`config.mk`:
```
export PLATFORM = sky130hd
export DESIGN_NAME = polygon_edge_sequencer_flat
export DESIGN_NICKNAME = d
export VERILOG_FILES = /design/src/rtl/polygon_edge_sequencer_pkg.sv /design/src/rtl/polygon_edge_sequencer_if.sv /design/src/rtl/polygon_edge_sequencer_vertex_store.sv /design/src/rtl/polygon_edge_sequencer.sv /design/src/flat_wrapper.sv
export SDC_FILE = /design/constraint.sdc
export NUM_CORES = 1
export LEC_CHECK = 0
export CORE_MARGIN = 5
export CORE_UTILIZATION = 55
export DETAILED_ROUTE_END_ITERATION = 8
export PLACE_DENSITY = 0.86
export RECOVER_POWER = 25
export SLEW_MARGIN = 20
export SYNTH_ARGS = -nofsm -noshare
export SYNTH_HDL_FRONTEND = slang
export SYNTH_SLANG_ARGS = --single-unit
```
`constraint.sdc`:
```
create_clock -name clk -period 4.7 [get_ports clk]
set_input_delay 0.705 -clock clk [delete_from_list [all_inputs] [get_ports clk]]
set_output_delay 0.705 -clock clk [all_outputs]
set_load 0.01 [all_outputs]
```
`src/rtl/polygon_edge_sequencer_pkg.sv`:
```
// polygon_edge_sequencer_pkg: FSM state codes and edge-count helper shared by the sequencer slice
package polygon_edge_sequencer_pkg;
   localparam logic [1:0] ST_IDLE = 2'd0;
   localparam logic [1:0] ST_DRAW = 2'd1;
   localparam logic [1:0] ST_GAP  = 2'd2;
   localparam logic [1:0] ST_DONE = 2'd3;
   // a 2-vertex primitive draws one edge even when closed, to avoid retracing it backwards
   function automatic int edge_total(input int n, input logic closed);
      return (closed && n != 2) ? n : n - 1;
   endfunction
endpackage

```
`src/rtl/polygon_edge_sequencer_if.sv`:
```
// polygon_edge_sequencer_if: edge bus between the sequencer (master) and the line drawer (slave)
interface polygon_edge_sequencer_if #(
   parameter int COORD_W = 8,
   parameter int VCNT_W  = 4
);
   logic [COORD_W-1:0] x0, y0, x1, y1;
   logic draw_en, draw_done;
   logic [VCNT_W-1:0] edge_idx;
   modport master (output x0, y0, x1, y1, draw_en, edge_idx, input draw_done);
   modport slave (input x0, y0, x1, y1, draw_en, edge_idx, output draw_done);
endinterface

```
`src/rtl/polygon_edge_sequencer_vertex_store.sv`:
```
// vertex_store: parallel-load vertex register array with start/end combinational read ports
module vertex_store #(
   parameter int COORD_W   = 8,
   parameter int MAX_VERTS = 8,
   parameter int VCNT_W    = $clog2(MAX_VERTS + 1)
) (
   input  logic clk,
   input  logic n_rst,
   input  logic load,
   input  logic [2*COORD_W*MAX_VERTS-1:0] coordinates,
   input  logic [VCNT_W-1:0] rd_s,
   input  logic [VCNT_W-1:0] rd_e,
   output logic [COORD_W-1:0] s_x,
   output logic [COORD_W-1:0] s_y,
   output logic [COORD_W-1:0] e_x,
   output logic [COORD_W-1:0] e_y
);
   localparam int IW = $clog2(MAX_VERTS);
   // y above x so one vertex slice of the flat bus maps straight onto the struct
   typedef struct packed {
      logic [COORD_W-1:0] y;
      logic [COORD_W-1:0] x;
   } vertex_t;
   vertex_t mem [MAX_VERTS];
   vertex_t vs, ve;
   always_ff @(posedge clk or negedge n_rst)
      if (!n_rst)
         for (int k = 0; k < MAX_VERTS; k++) mem[k] <= '0;
      else if (load)
         for (int k = 0; k < MAX_VERTS; k++) mem[k] <= coordinates[2*COORD_W*k +: 2*COORD_W];
   // read indices never reach MAX_VERTS, so the low bits address the array
   assign vs = mem[rd_s[IW-1:0]];
   assign ve = mem[rd_e[IW-1:0]];
   assign s_x = vs.x;
   assign s_y = vs.y;
   assign e_x = ve.x;
   assign e_y = ve.y;
endmodule

```
`src/rtl/polygon_edge_sequencer.sv`:
```
// polygon_edge_sequencer: feeds polyline/polygon edges one at a time to the line drawer
module polygon_edge_sequencer
   import polygon_edge_sequencer_pkg::*;
#(
   parameter int COORD_W   = 8,
   parameter int MAX_VERTS = 8,
   parameter int VCNT_W    = $clog2(MAX_VERTS + 1)
) (
   input  logic clk,
   input  logic n_rst,
   input  logic seq_en,
   input  logic closed,
   input  logic [VCNT_W-1:0] vert_count,
   input  logic [2*COORD_W*MAX_VERTS-1:0] coordinates,
   polygon_edge_sequencer_if.master dr,
   output logic busy,
   output logic seq_done,
   output logic seq_err
);
   logic [1:0] state;
   logic [VCNT_W-1:0] edge_idx, etot, vcnt, nxt, end_idx;
   logic err, bad, start;
   logic [COORD_W-1:0] s_x, s_y, e_x, e_y;
   assign start = state == ST_IDLE && seq_en;
   assign bad = vert_count < VCNT_W'(2) || vert_count > VCNT_W'(MAX_VERTS);
   assign nxt = edge_idx + 1'b1;
   assign end_idx = nxt == vcnt ? '0 : nxt;
   vertex_store #(.COORD_W(COORD_W), .MAX_VERTS(MAX_VERTS), .VCNT_W(VCNT_W)) u_store (
      .clk(clk), .n_rst(n_rst), .load(start), .coordinates(coordinates),
      .rd_s(edge_idx), .rd_e(end_idx), .s_x(s_x), .s_y(s_y), .e_x(e_x), .e_y(e_y)
   );
   always_ff @(posedge clk or negedge n_rst)
      if (!n_rst) begin
         state <= ST_IDLE;
         edge_idx <= '0;
         etot <= '0;
         vcnt <= '0;
         err <= 1'b0;
      end else
         case (state)
            ST_IDLE:
               if (seq_en) begin
                  vcnt <= vert_count;
                  etot <= VCNT_W'(edge_total(int'(vert_count), closed));
                  err <= bad;
                  if (!bad) edge_idx <= '0;
                  state <= bad ? ST_DONE : ST_DRAW;
               end
            ST_DRAW:
               if (dr.draw_done) state <= edge_idx == etot - 1'b1 ? ST_DONE : ST_GAP;
            ST_GAP: begin
               edge_idx <= nxt;
               state <= ST_DRAW;
            end
            default: state <= ST_IDLE;
         endcase
   assign dr.draw_en = state == ST_DRAW;
   assign dr.x0 = dr.draw_en ? s_x : '0;
   assign dr.y0 = dr.draw_en ? s_y : '0;
   assign dr.x1 = dr.draw_en ? e_x : '0;
   assign dr.y1 = dr.draw_en ? e_y : '0;
   assign dr.edge_idx = edge_idx;
   assign busy = state != ST_IDLE;
   assign seq_done = state == ST_DONE;
   assign seq_err = seq_done && err;
endmodule
```
`src/flat_wrapper.sv`:
```
// flat-port wrapper written by rule: the top's interface ports become plain ports
module polygon_edge_sequencer_flat import polygon_edge_sequencer_pkg::*;
#(
   parameter int COORD_W   = 8,
   parameter int MAX_VERTS = 8,
   parameter int VCNT_W    = $clog2(MAX_VERTS + 1)
)
  (clk, n_rst, seq_en, closed, vert_count, coordinates, busy, seq_done, seq_err, dr_x0, dr_y0, dr_x1, dr_y1, dr_draw_en, dr_edge_idx, dr_draw_done);
  polygon_edge_sequencer_if #(.COORD_W(COORD_W), .VCNT_W(VCNT_W)) dr_i ();
  input  logic clk;
  input  logic n_rst;
  input  logic seq_en;
  input  logic closed;
  input  logic [VCNT_W-1:0] vert_count;
  input  logic [2*COORD_W*MAX_VERTS-1:0] coordinates;
  output logic busy;
  output logic seq_done;
  output logic seq_err;
  output wire logic [$bits(dr_i.x0)-1:0] dr_x0;
  output wire logic [$bits(dr_i.y0)-1:0] dr_y0;
  output wire logic [$bits(dr_i.x1)-1:0] dr_x1;
  output wire logic [$bits(dr_i.y1)-1:0] dr_y1;
  output wire logic [$bits(dr_i.draw_en)-1:0] dr_draw_en;
  output wire logic [$bits(dr_i.edge_idx)-1:0] dr_edge_idx;
  input wire logic [$bits(dr_i.draw_done)-1:0] dr_draw_done;
  assign dr_x0 = dr_i.x0;
  assign dr_y0 = dr_i.y0;
  assign dr_x1 = dr_i.x1;
  assign dr_y1 = dr_i.y1;
  assign dr_draw_en = dr_i.draw_en;
  assign dr_edge_idx = dr_i.edge_idx;
  assign dr_i.draw_done = dr_draw_done;
  polygon_edge_sequencer #(.COORD_W(COORD_W), .MAX_VERTS(MAX_VERTS), .VCNT_W(VCNT_W)) u_core (.clk(clk), .n_rst(n_rst), .seq_en(seq_en), .closed(closed), .vert_count(vert_count), .coordinates(coordinates), .dr(dr_i), .busy(busy), .seq_done(seq_done), .seq_err(seq_err));
endmodule
```
Yosys cells after proc, flatten, opt, wreduce, memory -nomap -nowiden:

Index checks and enable logic that the tools add are counted.

* word-level logic and storage cells: 69
* RAM bits: 0
* flip-flop bits (word level): 143
* memories: 0
* memory bits (read-only): 0
* output and inout port bits: 40
* bits in latches: 0

* bitwise logic cells: 2
* equality and inequality tests: 9
* reductions and logical operators: 10
* multiplexer cells: 20
* shift operators: 0
* div/mod/pow operators: 0
* order comparisons: 4
* add/subtract/negate cells: 3
* multiply operators: 0

Operators with widths (number)
* binary-select mux 16 bit (select 3 bit): 2
* 2-to-1 mux 16 bit: 4
* 2-to-1 mux 8 bit: 4
* 2-to-1 mux 4 bit: 3
* == test 4 bit: 2
* >= comparator 4 bit (second input constant): 2
* inverter 3 -> 4 bit: 2
* one-hot mux 4 bit (2 select lines): 1
* subtractor 4 x 1 -> 4 bit (second input constant): 2
* 2-to-1 mux 2 bit: 3
* inequality test 2 bit (second input constant): 3
* one-hot mux 2 bit (3 select lines): 1
* adder 4 x 1 -> 4 bit (second input constant): 1
* == test 2 bit (second input constant): 2
* > comparator 4 bit (second input constant): 1
* less-than comparator 4 x 2 -> 1 bit (second input constant): 1
* inequality test 4 x 3 -> 1 bit (second input constant): 1
* AND reduction 2 bit: 2
* nonzero test 2 bit: 2
* logical AND 1 bit: 3
* 2-to-1 mux 3 bit: 1
* AND reduction 3 bit: 1
* == test 2 x 1 -> 1 bit (second input constant): 1
* logical NOT 2 bit: 1
* 2 further kinds: 2

Longest topological paths before layout:

Gate-level depths: netlist of run 1.

* depth in word-level cells: 8
* gate-level depth with buffers: 8
* mapped depth without buffers: 8

Cells and area by module:

A second synthesis of run 1 with hierarchy kept.

* cells, all modules: 522
* area total of the unflattened synthesis: 8026.4 µm²

By module, submodules not included
* vertex_store: times used 1, area an instance 6855.3 µm², cells an instance 384
* polygon_edge_sequencer: times used 1, area an instance 1171.1 µm², cells an instance 138

Worst setup path before layout of run 1:

OpenSTA, ideal clock, no wires.

* kind: flip-flop to output port
* start point: register u_core.edge_idx[0] (netlist: u_core.dr.edge_idx[0])
* end point: output port dr_x1[0]
* path buffers: 2
* cell stages (with the launch flop): 9
* slack: 1.758 ns
* data arrival time: 2.237 ns
* cell sequence: dfrtp_1 > ha_1 > xnor2_1 > nand3_1 > o21ai_1 > buf_4 > buf_1 > o22ai_1 > o22ai_1

* longest elaborated chain between the ends: 8

Ends and longest elaborated chain
* start, declared: line polygon_edge_sequencer.sv:21 `logic [VCNT_W-1:0] edge_idx, etot, vcnt, nxt, end_idx;`
* start signal, assigned: line polygon_edge_sequencer.sv:52 `edge_idx <= nxt;`
* adder 4 x 1 -> 4 bit (*): line polygon_edge_sequencer.sv:26 `assign nxt = edge_idx + 1'b1;`
* == test 4 bit: line polygon_edge_sequencer.sv:27 `assign end_idx = nxt == vcnt ? '0 : nxt;`
* 2-to-1 mux 3 bit (*): line polygon_edge_sequencer.sv:27
* inverter 3 -> 4 bit (implied by the code) (*): line polygon_edge_sequencer_vertex_store.sv:33 `assign ve = mem[rd_e[IW-1:0]];`
* binary-select mux 16 bit (select 3 bit) (*): line polygon_edge_sequencer_vertex_store.sv:33
* 2-to-1 mux 16 bit (implied by the code) (*) (2 in series): line polygon_edge_sequencer_vertex_store.sv:33
* 2-to-1 mux 8 bit (*): line polygon_edge_sequencer.sv:60 `assign dr.x1 = dr.draw_en ? e_x : '0;`
* end, declared: line flat_wrapper.sv:21 `output wire logic [$bits(dr_i.x1)-1:0] dr_x1;`

Every way passes the cells marked *; elsewhere a longest branch is shown, timed or not. The select of a mux whose other input is x is not followed.

Final worst setup path of run 1:

* start point: register u_core.edge_idx[0] (netlist: u_core.dr.edge_idx[0])
* end point: output port dr_x1[6]

Same word-level chain as after synthesis.

==> results.cfg, run 1 <==
[clocking]
cts.sinks = 143
clk_pin_slew_ns = 0.06
cts_root_buf = clkbuf_16
clock_latency_ns = 0.43
cts_tree = built
clockBufferDepth = 2
post-cts-setup-buffers = 0
postCtsHoldBufs = 0
cts_resized = 0
htreeDepth = 4
cts_buffers = 17

[final_layout]
drive_gt1_frac = 0.1070
diodes = 0
fin_nets = 1165
synthToLayoutAreaGrowth_pct = 31.76
n_fill_cell = 976
instances_no_fill = 1217

[global_route]
grt_start_max_net_pins = 108
grt_overflow_total = 0
grt_pass1_wl_um = 36940
grt_usage = 0.2894
first_global_vias = 7206
antenna_found_initial = 0

[status]
violations = max-capacitance violations, max-slew violations
outcome = finished with violations

[critical_path]
crit-reg2reg-launch = u_core.state[0]
crit_fanout = 42
critical_path_class = reg2out
ff2ff_setup_slack_ns = 2.51
crit_path_start_kind = register
r2r-end = u_core.u_store.mem[103]
reg2regPathDepth = 5
crit_required_ns = 3.99
crit_arrival_ns = 3.75
end_kind = primary output

[pwr]
p_per_area_nw_per_um2 = 758.6
ir_drop_uv = 464.3
leakage_nw = 4.792
finalPower_w = 0.007797

[min_path]
hold_depth = 2
hold_class = reg2reg
hold_start = u_core.err
holdPathEnd = u_core.err

[synth]
synth.mux.area_fraction = 0.1804
ys_warn_count = 0
synth-simple-area-share = 0.2287
async_flop_share = 1.000
synth_seq_cells = 143
ys_seq_area_frac = 0.4587
synth_compound_area_frac = 0.07586
synthFlopType = dfrtp_1
synth.distinct_cells = 44
syn_area_um2 = 7801
postSynthAreaPerCell_um2 = 8.998
synth_nets = 1008
synth_edf_count = 0
synthAdderAreaFrac = 0.006415
synth_top_family_by_area = simple AND/OR/NAND/NOR gates
synthXorXnorAreaFrac = 0.01620
synthCells = 867

[timing]
fin_skew_ns = 0.008820
worst_slew_pin_slew_ns = 2.671
rsz0062_at_grt = false
slew_headroom = -0.7806
min_period_ns = 4.452
finalWorstSetupSlack_ns = 0.2479
period_share = 0.9472
fmaxAchievable_mhz = 224.6
setup_viol = 0
tns_ns = 0
hold_viol_final = 0
drv_slew = 108

[die]
die-area_um2 = 16670
die_w_um = 129.1
rows = 43
die_h_um = 129.1
core_um2 = 13880
start_util = 0.5620
ios = 177

[route]
ant_nets = 0
drt_iter0_markers = 806
wl_per_cell_um = 19.33
dr.pass1.iters = 6
routed_wl_um = 23530
via_per_inst = 5.823
drc = 0
vias = 7086

[place]
pre_cts_ws_ns = 0.8163
placed_cells = 1185
port_buffers = 176
place_congestion = 0.9373
hpwlAfterDp_um = 16810

[run]
cap_viol_max_count = 1
layout by cell type, fill, tap and decap left out, types with 7 or more instances in the layout:
cell and instances:
o22ai_1 18, o21ai_0 19, mux2i_1 45, dfrtp_1 142, a211o_1 7, a221oi_1 7
buf_4 17, xnor2_1 7, nor2_1 30, nand3_1 8, clkbuf_16 17, clkdlybuf4s50_1 175
o221ai_1 8, inv_6 7, mux4_2 32, inv_1 7, mux2_2 21, nand2_1 410
logic make-up after synthesis:
logic type / after synthesis
multiplexers: 98
XOR/XNOR: 12
buffers and inverters: 63
adder cells (fa/ha/maj): 4
AND/OR/NAND/NOR: 463
flip-flops: 143
AO/OA/AOI/OAI: 84
synthesized netlist by cell type (all sizes together) (2+ instances only):
| cell type | instances | area, um^2 |
|---|---|---|
| a211o | 7 | 61.31 |
| a21oi | 6 | 33.78 |
| a221oi | 7 | 61.31 |
| a22oi | 4 | 30.03 |
| and2 | 3 | 18.77 |
| and3 | 2 | 12.51 |
| buf | 16 | 86.32 |
| clkbuf | 39 | 146.4 |
| dfrtp | 143 | 3578 |
| ha | 4 | 50.05 |
| inv | 7 | 26.28 |
| mux2 | 21 | 236.5 |
| mux2i | 45 | 450.4 |
| mux4 | 32 | 720.7 |
| nand2 | 411 | 1543 |
| nand2b | 4 | 25.02 |
| nand3 | 8 | 40.04 |
| nor2 | 30 | 112.6 |
| o211ai | 4 | 30.03 |
| o21ai | 23 | 115.1 |
| o221ai | 8 | 70.07 |
| o22ai | 18 | 112.6 |
| xnor2 | 8 | 77.58 |
| xor2 | 3 | 26.28 |
stage by stage:
step / util / hold slack, ns / area (um^2)
floorplan: - / 0.4094 / 7801
global placement: 0.6989 / 0.4583 / 9702
detailed placement: 0.6989 / 0.4636 / 9702
CTS: 0.7409 / 0.4541 / 10280
global route: 0.7405 / 0.5269 / 10280
finish: 0.7405 / 0.4788 / 10280
where the power goes:
| group | internal (W) | switching [W] | total [W] |
|---|---|---|---|
| registers | 0.00182 | 0.000586 | 0.00240 |
| logic | 0.00190 | 0.00217 | 0.00406 |
| clock network | 0.000760 | 0.000570 | 0.00133 |
critical path, stage by stage (launching register included):
cell             delay [ns]
dfrtp_4                0.42
buf_4                  0.54
clkinv_1               0.54
o21ai_1                0.60
a221oi_1               0.19
a211o_1                0.32
o221ai_1               0.10
clkdlybuf4s50_1        0.59
layer usage:
metal  GRT usage  vias to the layer above  wire length, um
li1            -                     3219                -
met1      0.3619                     3321             8872
met2      0.4805                      444            11570
met3     0.07090                      102             2069
met4      0.1279                        0             1017
met5           0                        -                0
state kept, by name, indices dropped and copies added (netlist names):
| name | count |
|---|---|
| u_core.u_store.mem | 128 |
| u_core.dr.edge_idx | 4 |
| u_core.etot | 4 |
| u_core.vcnt | 4 |
| u_core.state | 2 |
| u_core.err | 1 |
layout make-up:
class | count | area, um^2 | area share
multi-input combinational | 661 | 3974 | 0.3866
sequential | 143 | 3582 | 0.3485
clock buffer | 18 | 439.2 | 0.04273
inverter | 8 | 30.03 | 0.002921
timing repair buffer | 193 | 1884 | 0.1833
tap | 180 | 225.2 | 0.02191
clock inverter | 14 | 143.9 | 0.01400
how the worst max path moves through the flow:
stage | start | end | slack, ns | cells after the start
after floorplan | u_core.dr.edge_idx[0] | dr_x1[0] | 1.76 | 8
after global placement | u_core.dr.edge_idx[0] | dr_y1[2] | 0.95 | 7
after detailed placement | u_core.dr.edge_idx[0] | dr_x1[6] | 0.82 | 7
after CTS | u_core.dr.edge_idx[0] | dr_x1[3] | 0.33 | 7
after global routing | u_core.dr.edge_idx[0] | dr_x1[6] | 0.07 | 7
final | u_core.dr.edge_idx[0] | dr_x1[6] | 0.25 | 7
(Power assumes the default switching activity.)
==> inputs of run 2 (changes only) <==
--- a/config.mk
+++ b/config.mk
@@ -14,3 +14,4 @@
 export SYNTH_ARGS = -nofsm -noshare
 export SYNTH_HDL_FRONTEND = slang
 export SYNTH_SLANG_ARGS = --single-unit
+export TNS_END_PERCENT = 10
==> results of run 2 <==
No change in the layout: final DEF, timing and power equal those of run 1.
